--- config.mk ---
export PLATFORM = sky130hd
export DESIGN_NAME = song_tutor
export DESIGN_NICKNAME = d
export VERILOG_FILES = /design/src/rtl/song_tutor.sv
export SDC_FILE = /design/constraint.sdc
export NUM_CORES = 1
export LEC_CHECK = 0
export CAP_MARGIN = 20
export CORE_MARGIN = 2
export CORE_UTILIZATION = 53
export CTS_CLUSTER_SIZE = 30
export DETAILED_ROUTE_END_ITERATION = 8
export MAX_ROUTING_LAYER = met4
export PLACE_DENSITY = 0.84
export SLEW_MARGIN = 20
export SYNTH_ARGS = -nofsm -noshare
export SYNTH_HDL_FRONTEND = slang
export SYNTH_SLANG_ARGS = --single-unit
--- constraint.sdc ---
create_clock -name CLK -period 5.2 [get_ports CLK]
set_input_delay 1.56 -clock CLK [delete_from_list [all_inputs] [get_ports CLK]]
set_output_delay 1.56 -clock CLK [all_outputs]
set_load 0.1 [all_outputs]
--- src/rtl/song_tutor.sv ---
// song_tutor: parametrised piano tutor sequencer.
// Steps through a note sequence held in an external ROM. Each song has its own
// slot of 2**ADDR_W entries, and the song is chosen with song_sel when START is
// seen. The tutor shows the expected note on Led and waits for the player to
// press it and then release every key. It also detects wrong notes, keeps a
// saturating error count, supports a strict mode in which a wrong note restarts
// the song, and detects the end of the song.
//
// Ports:
//   CLK, RESET      clock, synchronous active-high reset
//   START           restart the tutor (level, sampled every cycle)
//   song_sel        song select, latched when START is seen
//   strict          1 = a wrong note restarts the song at index 0
//   note            pressed note code (NONE_CODE when released)
//   rom_addr        registered ROM address {song, idx}
//   rom_data        ROM read data, valid in the cycle after rom_addr updates
//   Led             one-hot expected note (codes 1..8), 8'hFF when done
//   expected        expected note code
//   note_idx        current position in the song
//   err_count       wrong presses since START, saturating
//   correct_pulse   one-cycle pulse on an accepted correct press
//   wrong_pulse     one-cycle pulse on each new wrong press
//   busy            high in every state except IDLE and DONE
//   done            high in DONE
module song_tutor #(
  parameter int NOTE_W    = 4,
  parameter int ADDR_W    = 7,
  parameter int SEL_W     = 1,
  parameter int NONE_CODE = 0,
  parameter int END_CODE  = 15,
  parameter int ERR_W     = 8
) (
  input  logic                    CLK,
  input  logic                    RESET,
  input  logic                    START,
  input  logic [SEL_W-1:0]        song_sel,
  input  logic                    strict,
  input  logic [NOTE_W-1:0]       note,
  output logic [SEL_W+ADDR_W-1:0] rom_addr,
  input  logic [NOTE_W-1:0]       rom_data,
  output logic [7:0]              Led,
  output logic [NOTE_W-1:0]       expected,
  output logic [ADDR_W-1:0]       note_idx,
  output logic [ERR_W-1:0]        err_count,
  output logic                    correct_pulse,
  output logic                    wrong_pulse,
  output logic                    busy,
  output logic                    done
);

  typedef enum logic [2:0] {
    S_IDLE,
    S_FETCH,
    S_WAIT,
    S_PRESS,
    S_RELEASE,
    S_WRELEASE,
    S_DONE
  } state_t;

  state_t                    r_state;
  logic [SEL_W-1:0]          r_song;
  logic [ADDR_W-1:0]         r_idx;
  logic [SEL_W+ADDR_W-1:0]   r_rom_addr;
  logic [7:0]                r_led;
  logic [NOTE_W-1:0]         r_expected;
  logic [ERR_W-1:0]          r_err;
  logic                      r_correct;
  logic                      r_wrong;
  logic                      r_busy;
  logic                      r_done;

  logic [7:0]                w_led_dec;
  logic                      w_note_none;
  logic                      w_rom_end;

  assign w_note_none = (note == NOTE_W'(NONE_CODE));
  assign w_rom_end   = (rom_data == NOTE_W'(END_CODE));

  // Codes 1..8 light bit code-1. Every other code leaves the LEDs dark.
  always_comb begin
    w_led_dec = '0;
    for (int unsigned i = 0; i < 8; i++) begin
      if (rom_data == NOTE_W'(i + 1)) w_led_dec[i] = 1'b1;
    end
  end

  // busy and done are registered alongside the state. Every transition
  // therefore sets them explicitly for the state it is entering.
  always_ff @(posedge CLK) begin
    r_correct <= 1'b0;
    r_wrong   <= 1'b0;
    if (RESET) begin
      r_state    <= S_IDLE;
      r_song     <= '0;
      r_idx      <= '0;
      r_rom_addr <= '0;
      r_led      <= '0;
      r_expected <= '0;
      r_err      <= '0;
      r_busy     <= 1'b0;
      r_done     <= 1'b0;
    end else if (START) begin
      r_song  <= song_sel;
      r_idx   <= '0;
      r_err   <= '0;
      r_state <= S_FETCH;
      r_busy  <= 1'b1;
      r_done  <= 1'b0;
    end else begin
      case (r_state)
        S_IDLE: begin
          r_led <= '0;
        end
        S_FETCH: begin
          r_rom_addr <= {r_song, r_idx};
          r_state    <= S_WAIT;
        end
        S_WAIT: begin
          if (w_rom_end) begin
            r_led   <= '1;
            r_state <= S_DONE;
            r_busy  <= 1'b0;
            r_done  <= 1'b1;
          end else begin
            r_expected <= rom_data;
            r_led      <= w_led_dec;
            r_state    <= S_PRESS;
          end
        end
        S_PRESS: begin
          if (!w_note_none) begin
            if (note == r_expected) begin
              r_correct <= 1'b1;
              r_state   <= S_RELEASE;
            end else begin
              r_wrong <= 1'b1;
              if (r_err != '1) r_err <= r_err + ERR_W'(1);
              r_state <= S_WRELEASE;
            end
          end
        end
        S_RELEASE: begin
          if (w_note_none) begin
            // A song that fills its whole slot ends here instead of wrapping.
            if (r_idx == '1) begin
              r_led   <= '1;
              r_state <= S_DONE;
              r_busy  <= 1'b0;
              r_done  <= 1'b1;
            end else begin
              r_idx   <= r_idx + ADDR_W'(1);
              r_state <= S_FETCH;
            end
          end
        end
        S_WRELEASE: begin
          // Going straight from the wrong key to the right one is ignored.
          // The keys have to be released first.
          if (w_note_none) begin
            if (strict) begin
              r_idx   <= '0;
              r_state <= S_FETCH;
            end else begin
              r_state <= S_PRESS;
            end
          end
        end
        S_DONE: begin
          r_led <= '1;
        end
        default: begin
          r_state <= S_IDLE;
          r_busy  <= 1'b0;
          r_done  <= 1'b0;
        end
      endcase
    end
  end

  assign rom_addr      = r_rom_addr;
  assign Led           = r_led;
  assign expected      = r_expected;
  assign note_idx      = r_idx;
  assign err_count     = r_err;
  assign correct_pulse = r_correct;
  assign wrong_pulse   = r_wrong;
  assign busy          = r_busy;
  assign done          = r_done;

endmodule

==> results of run 1 <==
==> report_power, final <==
part | internal (W) | switching (W)
Sequential | 0.000334 | 0.00000693
Combinational | 0.0000281 | 0.0000605
Clock | 0.0000963 | 0.000131
==> cells by family after synthesis <==
| family | count (synthesis) | synth area share, % |
|---|---|---|
| buffers and inverters | 28 | 5.885 |
| adders and majority gates | 2 | 1.132 |
| muxes | 10 | 4.528 |
| and+or+nand+nor | 105 | 26.03 |
| AOI/OAI and AO/OA | 70 | 21.51 |
| DFF | 43 | 38.94 |
| xor gates and xnor gates | 5 | 1.981 |
==> worst reg2reg max path, delay by kind of cell (launching register included) <==
kind / cells / cell delay (ns)
AND/OR/NAND/NOR: 2 / 0.86
AO/OA/AOI/OAI: 2 / 0.36
flip-flops: 1 / 0.77
==> per-layer routing <==
metal	routed length, µm	GRT usage (%)
met2	2555	39.30
met3	316	5.519
met5	0	-
met4	59	8.500
met1	2524	32.93
==> final cells by class <==
cell class / instances / area share, %
Sequential cell: 43 / 30.80
Clock buffer: 5 / 2.462
Multi-Input combinational cell: 192 / 43.64
Tap cell: 50 / 2.238
Timing Repair Buffer: 53 / 18.80
Inverter: 9 / 1.209
Clock inverter: 3 / 0.8505
==> synthesized netlist by cell type (8+ instances only) <==
cell type  instances  area [µm²]
a21oi_1           25       125.1
or4_1              8       60.06
o21ai_0           10       50.05
nor2_1            12       45.04
inv_1              8       30.03
nand3_1           10       50.05
nand2_1           34       127.6
mux2i_1           10       100.1
clkbuf_1          13       48.80
dfxtp_1           43       860.8
==> through the flow <==
step                      hold WS [ns]  area (µm²)  setup WS (ns)
after CTS                       0.4604        2795          1.670
final                           0.4599        2795          1.676
after global routing            0.4709        2795          1.596
after floorplan                 0.4313        2211          2.415
after global placement          0.4412        2703          1.788
after detailed placement        0.4475        2703          1.661
==> worst paths after layout <==
check,start,cells after the start,end
worst max-delay path,err_count[2],1,err_count[2]
worst min-delay path,rom_addr[6],2,rom_addr[6]
worst min register to register,rom_addr[6],2,rom_addr[6]
worst max register to register,r_state[0],4,err_count[3]
==> state kept, by name, summed over array words and instances, names as in the netlist <==
name           count
err_count          8
r_state            3
rom_addr           8
Led                8
r_song             1
note_idx           7
correct_pulse      1
expected           4
busy               1
wrong_pulse        1
done               1
==> impl_metrics.py, run 1 <==
metrics = {
    "outcome": {
        "status": "completed",
    },
    "final_layout": {
        "final_cell_mix": "clkdlybuf4s50_1, dfxtp_1, nand2_1, a21oi_1, nor2_1",
        "drive_gt1_share_pct": 6.885,
        "diodes": 0,
        "fin_util_pct": 69.88,
        "layout_commonest_cell": "clkdlybuf4s50_1",
        "fin_nets": 319,
        "multi_input_area_um2": 1220,
        "seq_area_um2": 860.8,
        "fillers": 336,
        "finalNonFillerCells": 355,
        "area_delta_synth_final_pct": 26.43,
    },
    "global_route": {
        "grt_pass1_vias": 1884,
        "grt_pass1_wl_mm": 8.776,
        "antenna_found_initial": 0,
        "globalRouteOverflowTotal": 0,
        "grt_max_degree": 31,
        "grt_use_total_pct": 25.43,
    },
    "synthesis": {
        "yosysWarnings": 0,
        "syn_inst": 263,
        "ys_seq_area_share_pct": 38.94,
        "avgSynthCellArea_um2": 8.406,
        "ys_seq_elements": 43,
        "synthFlopType": "dfxtp_1",
        "synth_nets": 278,
        "synth_cell_type_count": 53,
        "async_flop_share_pct": 0,
        "synth_edf_count": 0,
        "netlist_area_um2": 2211,
    },
    "floorplan": {
        "die_h_um": 68.59,
        "die_w_um": 68.59,
        "std_cell_rows": 23,
        "core-area_um2": 4000,
        "boundaryPins": 52,
        "start_util_pct": 55.27,
        "die_area_um2": 4704,
    },
    "timing": {
        "clock_skew_ns": 0.01139,
        "hold_viol_final": 0,
        "finalSetupViolCount": 0,
        "rsz0062_at_grt": "false",
        "setup-tns-final_ns": 0,
        "fmax_mhz": 283.8,
        "maxSlewViolCount": 0,
        "final.min_clock_period_ns": 3.524,
        "min_period_over_period_pct": 67.77,
        "worstMarginPinSlew_ns": 0.9862,
        "max-slew-margin-rel_pct": 34.05,
    },
    "critical_path": {
        "worstSetupEndpointType": "primary output",
        "cp_max_fo": 8,
        "start_kind": "register",
        "worst-setup-path-type": "register to primary output",
        "crit_required_ns": 3.64,
        "ff2ff_setup_slack_ns": 3.15,
        "path_buf_inv": 1,
        "worst_ep_arrival_time_ns": 1.96,
        "path_delay_family": "buffers and inverters",
        "cp_cell_sequence": "clkdlybuf4s50_1",
        "slowest_stage": "clkdlybuf4s50_1",
        "critical_path.max_stage_delay_ns": 1.18,
    },
    "drt": {
        "drt_iter0_markers": 154,
        "routed_wl_mm": 5.455,
        "drc": 0,
        "dr.pass1.iters": 4,
        "via_per_inst": 5.952,
        "vias": 2113,
        "post_drt_wl_per_cell_um": 15.37,
        "antenna_left": 0,
    },
    "clock_tree": {
        "clockBufferDepth": 2,
        "clock-sinks": 43,
        "clock_latency_ns": 0.31,
        "cts_max_level": 2,
        "cts_tree": "built",
        "root_buffer": "clkbuf_8",
        "cts_buffers": 5,
        "cts_resized": 0,
        "post-cts-setup-buffer-count": 0,
        "clk_pin_slew_ns": 0.10,
        "cts-hold-fix-buffers": 0,
    },
    "placed_design": {
        "dp_cells": 347,
        "dp_hpwl_mm": 3.804,
        "io_buffers": 51,
        "place.gp.congestion": 0.8217,
    },
    "job": {
        "drv_cap": 0,
    },
    "power_and_ir_drop": {
        "power.density_nw_per_um2": 235.2,
        "total_power_w": 0.0006573,
        "p_leak_nw": 0.9545,
        "ir_drop_v": 0.0001381,
    },
    "hold_path": {
        "hold_path.class": "register to register",
    },
}
Power figures use the tool's default switching activity.
==> inputs of run 2 (changes only) <==
--- a/config.mk
+++ b/config.mk
@@ -7,11 +7,11 @@
 export LEC_CHECK = 0
 export CAP_MARGIN = 20
 export CORE_MARGIN = 2
-export CORE_UTILIZATION = 53
+export CORE_UTILIZATION = 50
 export CTS_CLUSTER_SIZE = 30
 export DETAILED_ROUTE_END_ITERATION = 8
 export MAX_ROUTING_LAYER = met4
-export PLACE_DENSITY = 0.84
+export PLACE_DENSITY = 0.8
 export SLEW_MARGIN = 20
 export SYNTH_ARGS = -nofsm -noshare
 export SYNTH_HDL_FRONTEND = slang
==> constraint.sdc (replaced) <==
create_clock -name CLK -period 3.3 [get_ports CLK]
set_input_delay 0.99 -clock CLK [delete_from_list [all_inputs] [get_ports CLK]]
set_output_delay 0.99 -clock CLK [all_outputs]
set_load 0.1 [all_outputs]
==> run 2 against run 1 <==
Critical path type is now input port to register. Largest power group unchanged. Critical path depth increased by 5. Clock skew fell by 0.0072 ns. Clock power grew 75%. Utilization shrank 6.4 points.
==> impl_metrics.py, run 2 (synthesized netlist as in run 1, its figures left out) <==
metrics = {
    "timing": {
        "clock_skew_ns": 0.004209,
        "final.min_clock_period_ns": 2.621,
        "rsz0062_at_grt": "false",
        "finalSetupViolCount": 0,
        "maxSlewViolCount": 0,
        "min_period_over_period_pct": 79.44,
        "max-slew-margin-rel_pct": 52.66,
        "fin_ws_ns": 0.6785,
        "fmax_mhz": 381.5,
        "worstMarginPinSlew_ns": 0.7091,
        "setup-tns-final_ns": 0,
        "hold_viol_final": 0,
    },
    "critical_path": {
        "r2r_end": "err_count[3]",
        "ff2ff_setup_slack_ns": 1.21,
        "slowest_stage": "or4_1",
        "cp_max_fo": 10,
        "cp_cell_sequence": "clkdlybuf4s50_1 > nor4_2 > buf_4 > o21ai_4 > or4_1 > a21oi_1",
        "worstSetupEndpointType": "register",
        "worst_ep_arrival_time_ns": 2.85,
        "reg2reg_from": "r_state[0]",
        "worstRegToRegCells": 4,
        "worst-setup-path-type": "input port to register",
        "start_kind": "input port",
        "crit_required_ns": 3.53,
        "critical_path.max_stage_delay_ns": 0.48,
    },
    "final_layout": {
        "drive_gt1_share_pct": 19.61,
        "fin_nets": 321,
        "fillers": 400,
        "fin_util_pct": 63.46,
        "seq_area_um2": 860.8,
        "multi_input_area_um2": 1220,
        "diodes": 0,
        "final_cell_mix": "dfxtp_1, buf_4, nand2_1, a21oi_1",
        "area_delta_synth_final_pct": 23.26,
    },
    "job": {
        "drv_cap": 0,
    },
    "clock_tree": {
        "cts_max_level": 2,
        "clk_pin_slew_ns": 0.08,
        "cts_tree": "built",
        "clock_latency_ns": 0.30,
        "post-cts-setup-buffer-count": 0,
        "cts_buffers": 5,
        "cts_resized": 0,
        "cts-hold-fix-buffers": 0,
        "clock-sinks": 43,
        "root_buffer": "clkbuf_8",
        "clockBufferDepth": 2,
    },
    "drt": {
        "antenna_left": 0,
        "dr.pass1.iters": 4,
        "drt_iter0_markers": 117,
        "vias": 2150,
        "top_layer": "met4",
        "met1_length_mm": 2.431,
        "routed_wl_mm": 5.521,
        "drc": 0,
        "via_per_inst": 6.006,
        "met2WireLength_mm": 2.643,
        "wl_met3_um": 349,
        "post_drt_wl_per_cell_um": 15.42,
    },
    "floorplan": {
        "boundaryPins": 52,
        "core-area_um2": 4294,
        "die_w_um": 70.50,
        "std_cell_rows": 24,
        "die_area_um2": 4970,
        "start_util_pct": 51.49,
        "die_h_um": 70.50,
    },
    "global_route": {
        "grt_use_total_pct": 23.42,
        "grt_max_degree": 26,
        "antenna_found_initial": 0,
        "grt_pass1_vias": 1899,
        "globalRouteOverflowTotal": 0,
        "grt_pass1_wl_mm": 9.101,
    },
    "placed_design": {
        "place.gp.congestion": 0.8691,
        "io_buffers": 51,
        "dp_hpwl_mm": 3.843,
        "pre_cts_ws_ns": 0.3961,
    },
    "hold_path": {
        "min_to": "rom_addr[7]",
        "min_from": "rom_addr[7]",
        "min_delay_path_depth": 2,
        "hold_path.class": "register to register",
    },
    "outcome": {
        "status": "completed",
    },
    "power_and_ir_drop": {
        "p_leak_nw": 1.053,
        "power.density_nw_per_um2": 395.0,
        "ir_drop_v": 0.0002457,
    },
}
-- run 2: final cells by class --
type,instances,share of cell area [%]
inverter,9,1.240
timing repair buffer,55,16.25
clock inverter,1,1.102
tap,52,2.388
multi-input combinational,192,44.77
clock buffer,6,2.663
sequential,43,31.59
-- run 2: power by group --
group / switching [W] / internal (W)
Sequential: 0.0000110 / 0.000527
Combinational: 0.0000969 / 0.0000438
Clock: 0.000176 / 0.000222
Total: 0.000284 / 0.000792
-- run 2: routing by layer --
| metal | vias up | track usage (%) |
|---|---|---|
| met1 | 1014 | 29.20 |
| met5 | - | - |
| met3 | 10 | 5.483 |
| li1 | 1057 | - |
| met2 | 69 | 37.21 |
| met4 | 0 | 8.120 |
-- run 2: worst max path at each step --
stage	to	slack, ns	from
finish	note_idx[3]	0.68	note[2]
global route	Led[1]	0.53	note[2]
detailed placement	Led[0]	0.40	note[2]
floorplan	Led[0]	0.93	note_idx[1]
global placement	note_idx[4]	0.43	note[2]
CTS	Led[0]	0.71	note[2]
-- run 2: stage by stage --
stage / power [W] / instances / instance area (µm²) / hold slack, ns
finish: 0.001076 / 358 / 2725 / 0.4570
global route: 0.001117 / 358 / 2725 / 0.4798
CTS: 0.001085 / 358 / 2725 / 0.4608
detailed placement: 0.0006887 / 351 / 2623 / 0.4494
global placement: 0.0006868 / 351 / 2623 / 0.4411
floorplan: 0.0006493 / 263 / 2211 / 0.4313
-- run 2: critical path: cells and delay by family --
kind / cells / cell delay, ns
and+or+nand+nor: 2 / 0.89
buffers and inverters: 2 / 0.72
AOI/OAI and AO/OA: 2 / 0.25
